==> src/rtl/dop_packer.sv <==
`default_nettype none
// ============================================================================
// Module   : dop_packer
// Brief    : Packs stereo DSD bits into DoP 48-bit frames ({marker, dsd16} per
//            channel) and queues them in a 4-entry first-word-fall-through FIFO.
//            Optional macro DOP_SILENCE_EN substitutes the DSD silence pattern
//            when mute is high at word completion.
// Revision : 1.0 - initial release
// ============================================================================
module dop_packer (
    input  logic        dsd_clk,
    input  logic        reset_n,
    input  logic        enable,
    input  logic        dsd_l,
    input  logic        dsd_r,
    input  logic        mute,
    input  logic        frame_ready,
    output logic [47:0] frame_data,
    output logic        frame_valid,
    output logic [2:0]  fifo_level,
    output logic        drop
);

    localparam int         DEPTH          = 4;
    localparam logic [7:0] c_MARKER_EVEN  = 8'h05;
    localparam logic [7:0] c_MARKER_ODD   = 8'hFA;
    localparam logic [15:0] c_SILENCE     = 16'h6969;
    localparam logic [2:0] c_LEVEL_FULL   = 3'd4;

    logic [3:0]  r_bit_cnt;
    // Only the 15 earlier bits are stored; the 16th is taken live on the completion edge.
    logic [14:0] r_shift_l;
    logic [14:0] r_shift_r;
    logic        r_marker_odd;

    logic [47:0] r_mem [DEPTH];
    logic [1:0]  r_wr_ptr;
    logic [1:0]  r_rd_ptr;
    logic [2:0]  r_level;
    logic        r_drop;

    logic [15:0] w_word_l;
    logic [15:0] w_word_r;
    logic [15:0] w_dsd16_l;
    logic [15:0] w_dsd16_r;
    logic [7:0]  w_marker;
    logic [47:0] w_frame;
    logic        w_complete;
    logic        w_full;
    logic        w_pop;
    logic        w_push;

    assign w_word_l = {r_shift_l, dsd_l};
    assign w_word_r = {r_shift_r, dsd_r};

`ifdef DOP_SILENCE_EN
    assign w_dsd16_l = mute ? c_SILENCE : w_word_l;
    assign w_dsd16_r = mute ? c_SILENCE : w_word_r;
`else
    logic w_unused_mute;
    logic [15:0] w_unused_silence;
    assign w_unused_mute    = mute;
    assign w_unused_silence = c_SILENCE;
    assign w_dsd16_l        = w_word_l;
    assign w_dsd16_r        = w_word_r;
`endif

    assign w_marker   = r_marker_odd ? c_MARKER_ODD : c_MARKER_EVEN;
    assign w_frame    = {w_marker, w_dsd16_l, w_marker, w_dsd16_r};
    assign w_complete = enable && (r_bit_cnt == 4'd15);
    assign w_full     = (r_level == c_LEVEL_FULL);
    assign w_pop      = (r_level != 3'd0) && frame_ready;
    // When full, a simultaneous pop frees the slot the push is about to overwrite.
    assign w_push     = w_complete && (!w_full || w_pop);

    always_ff @(posedge dsd_clk or negedge reset_n) begin
        if (!reset_n) begin
            r_bit_cnt    <= 4'd0;
            r_shift_l    <= '0;
            r_shift_r    <= '0;
            r_marker_odd <= 1'b0;
        end else if (!enable) begin
            r_bit_cnt    <= 4'd0;
            r_shift_l    <= '0;
            r_shift_r    <= '0;
            r_marker_odd <= 1'b0;
        end else begin
            r_bit_cnt <= r_bit_cnt + 4'd1;
            r_shift_l <= {r_shift_l[13:0], dsd_l};
            r_shift_r <= {r_shift_r[13:0], dsd_r};
            if (w_push) begin
                r_marker_odd <= !r_marker_odd;
            end
        end
    end

    always_ff @(posedge dsd_clk or negedge reset_n) begin
        if (!reset_n) begin
            for (int i = 0; i < DEPTH; i++) begin
                r_mem[i] <= '0;
            end
            r_wr_ptr <= 2'd0;
            r_rd_ptr <= 2'd0;
            r_level  <= 3'd0;
        end else begin
            if (w_push) begin
                r_mem[r_wr_ptr] <= w_frame;
                r_wr_ptr        <= r_wr_ptr + 2'd1;
            end
            if (w_pop) begin
                r_rd_ptr <= r_rd_ptr + 2'd1;
            end
            case ({w_push, w_pop})
                2'b10:   r_level <= r_level + 3'd1;
                2'b01:   r_level <= r_level - 3'd1;
                default: r_level <= r_level;
            endcase
        end
    end

    always_ff @(posedge dsd_clk or negedge reset_n) begin
        if (!reset_n) begin
            r_drop <= 1'b0;
        end else if (w_complete && w_full && !w_pop) begin
            r_drop <= 1'b1;
        end
    end

    assign frame_valid = (r_level != 3'd0);
    assign frame_data  = frame_valid ? r_mem[r_rd_ptr] : 48'h0;
    assign fifo_level  = r_level;
    assign drop        = r_drop;

endmodule
`default_nettype wire

==> config.mk <==
export PLATFORM = sky130hd
export DESIGN_NAME = dop_packer
export DESIGN_NICKNAME = d
export VERILOG_FILES = /design/src/rtl/dop_packer.sv
export SDC_FILE = /design/constraint.sdc
export NUM_CORES = 1
export LEC_CHECK = 0
export CAP_MARGIN = 0
export CORE_MARGIN = 5
export CORE_UTILIZATION = 59
export DETAILED_ROUTE_END_ITERATION = 8
export HOLD_SLACK_MARGIN = 0.02
export PLACE_DENSITY = 0.8
export SLEW_MARGIN = 25
export SYNTH_ARGS = -nofsm -noshare
export SYNTH_HDL_FRONTEND = slang
export SYNTH_SLANG_ARGS = --single-unit
export TNS_END_PERCENT = 10
==> constraint.sdc <==
create_clock -name dsd_clk -period 2.5 [get_ports dsd_clk]
set_input_delay 0.5 -clock dsd_clk [delete_from_list [all_inputs] [get_ports dsd_clk]]
set_output_delay 0.5 -clock dsd_clk [all_outputs]
set_load 0.01 [all_outputs]
==> impl_metrics.ini <==
[run_status]
status = finished clean

[setup_path]
reg2reg_from = fifo_level[0]$_DFFE_PN0P_
worst_setup_path_start_kind = flip-flop
crit_arrival_ns = 1.99
cpPeakStageDelay_ns = 0.44
slowest_stage = dfrtp_2
path_cells = buf_4 > buf_6 > buf_16 > mux4_2 > and2_4 > buf_2
rr_worst_depth = 9
critPathRequiredTime_ns = 2.00
reg2reg_slack_ns = 0.22
crit_path_end_kind = primary output
path_class = flip-flop to primary output
cp_max_fo = 6
r2r-end = fifo_level[2]$_DFFE_PN0P_

[timing]
min_period_over_period_pct = 99.6
finClkSkew_ns = 0.00925
worstMarginPinSlew_ns = 0.384
timing.slew.headroom_pct = 74.4
slew_violations = 0
timing.fmax_ghz = 0.402
fin_setup_tns_ns = 0
finalSetupViolations = 0
finalHoldViolCount = 0
rsz0062_at_grt = yes
fin_crit_ns = 2.49

[power_and_ir_drop]
powerDensity_nw_per_um2 = 733
ir_worst_vdd_uv = 619
totalPowerFinal_w = 0.00716
p_leak_nw = 5.19

[routing]
wl_um = 15900
drtAntennaViolNets = 0
firstDrtPassIters = 4
dr.first_iter.drc_count = 277
num_vias = 4310
vias_per_cell = 5.57
wl_per_cell_um = 20.6
route.detailed.drc = 0

[placed_design]
io_buffers = 58
place.gp.congestion = 0.753
placed_area_um2 = 9190
dp_hpwl_um = 9820

[min_path]
min-delay-start = r_bit_cnt[0]$_DFF_PN0_
min_to = r_bit_cnt[0]$_DFF_PN0_
hold_path_class = flip-flop to flip-flop
holdPathStages = 1

[global_routing]
grt_pass1_vias = 4866
grt_usage_pct = 20.7
grt_overflow = 0
grt_max_degree = 66
antenna_found_initial = 0
grt_pass1_wl_um = 26300

[floorplan]
die_h_um = 130
start_util_pct = 60.5
placementRows = 43
fp.coreArea_um2 = 13900
fp.dieW_um = 130
ioPinCount = 60
die-area_um2 = 16800

[synth]
yosysWarnings = 0
synth_nets = 517
syn_area_um2 = 8430
ys_top_cells_by_area = dfrtp_1, mux2_4, mux4_2
ys_seq_area_share_pct = 53.1
yosysTopAreaCell = dfrtp_1
yosysMostFrequentCell = dfrtp_1
synth-edff-count = 0
async_flop_share_pct = 100
yosys.area.top_type_share_pct = 53.1
ys_types = 26
synth_area_per_cell_um2 = 16.8
synth_top_cells_by_count = dfrtp_1, mux2_4, and2_1
synth_cells = 503
ys_ff_latch = 179
synth_flop_cell = dfrtp_1

[clock_network]
cts.sinks = 179
cts_buffer_depth = 2
root_buffer = clkbuf_16
clkTransAtPathRegs_ns = 0.06
clk_latency_ns = 0.43
tritoncts = yes
numCtsBuffers = 17
htree_levels = 4

[layout]
layout-drive-gt1-share_pct = 52.4
final_cell_area_um2 = 9770
nets = 596
diodes = 0
area_delta_synth_final_pct = 15.8

[flow_run]
cap_violations = 0
## worst max-delay path: cells and delay by family, from the launching register on
kind / cells / cell delay (ns)
buffers and inverters: 4 / 0.54
DFF: 1 / 0.44
muxes: 1 / 0.42
and+or+nand+nor: 1 / 0.17
## report_power, final
group          switching (W)  total (W)  internal, W
Sequential         0.0000568    0.00301      0.00295
Clock                0.00109    0.00266      0.00157
Combinational       0.000708    0.00149     0.000781
## per-stage QoR
step                      util, %  instances  hold slack [ns]  setup WS, ns
final                        70.1        774            0.461        0.0110
after global routing         70.1        774            0.471       -0.0493
after CTS                    70.1        772            0.463       -0.0909
after detailed placement     65.9        732            0.435        -0.157
after global placement       65.9        732            0.425       -0.0834
after floorplan                 -        503            0.204         0.162
## metal layers
metal	share of wire (%)	track usage [%]
met3	3.3	4.62
met4	1.5	7.21
met2	50	34.1
met1	45	27.4
met5	0	0
## repair_timing
action,4_1_cts,5_1_grt
cloned,2,0
pin swaps,1,4
hold buffers,1,0
setup endpoints to repair,49,12
resized for setup,193,21
hold endpoints to repair,35,0
setup buffers,6,2
## flip-flops by register name, indices dropped and copies added (netlist names)
signal and flops:
drop 1, r_mem 136, r_rd_ptr 2, r_wr_ptr 2, fifo_level 3, r_shift_r 15, r_shift_l 15, r_bit_cnt 4
r_marker_odd 1
## kinds of logic (layout without fill, tap and decap cells)
logic type,Yosys count,count (layout),share of synthesized area [%]
buffers and inverters,54,145,5.54
flip-flops,179,179,53.1
adder cells (fa/ha/maj),7,7,1.13
XOR/XNOR,8,8,0.831
AO/OA/AOI/OAI,1,1,0.0891
multiplexers,173,173,32.7
AND/OR/NAND/NOR,81,81,6.56
## area by class of cell
class / instances / area, µm²
Multi-Input combinational cell: 270 / 3520
Inverter: 10 / 37.5
Clock inverter: 8 / 101
Timing Repair Buffer: 104 / 910
Fill cell: 864 / 4170
Clock buffer: 23 / 488
Tap cell: 180 / 225
Sequential cell: 179 / 4480
## worst max-delay path by stage
stage                                 start                        end  slack, ns  depth (start not counted)
finish              r_rd_ptr[0]$_DFFE_PN0P_              frame_data[2]       0.01                          6
global route        r_rd_ptr[0]$_DFFE_PN0P_              frame_data[4]      -0.05                          6
CTS                 r_rd_ptr[0]$_DFFE_PN0P_             frame_data[18]      -0.09                          5
detailed placement              frame_ready  fifo_level[2]$_DFFE_PN0P_      -0.16                          9
global placement                frame_ready  fifo_level[2]$_DFFE_PN0P_      -0.08                          9
floorplan                       frame_ready  fifo_level[2]$_DFFE_PN0P_       0.16                          9
## placed cells by master, fill, tap and decap left out, types with 3 or more instances in the layout
master | synthesis | layout
dfrtp_1 | 179 | 178
mux2_4 | 116 | 116
and2_1 | 68 | 54
buf_2 | 4 | 39
mux4_2 | 34 | 34
buf_4 | 15 | 29
mux2_2 | 17 | 17
clkbuf_16 | 0 | 17
and2_4 | 0 | 14
buf_12 | 12 | 11
inv_1 | 10 | 10
clkdlybuf4s50_1 | 0 | 9
buf_6 | 1 | 7
mux2i_1 | 6 | 6
ha_1 | 6 | 6
xor2_1 | 4 | 4
xnor2_1 | 4 | 4
nand3_4 | 4 | 4
clkbuf_8 | 0 | 4
clkbuf_2 | 0 | 4
clkinvlp_4 | 0 | 3
No activity file was read; power rests on OpenSTA's default activity.
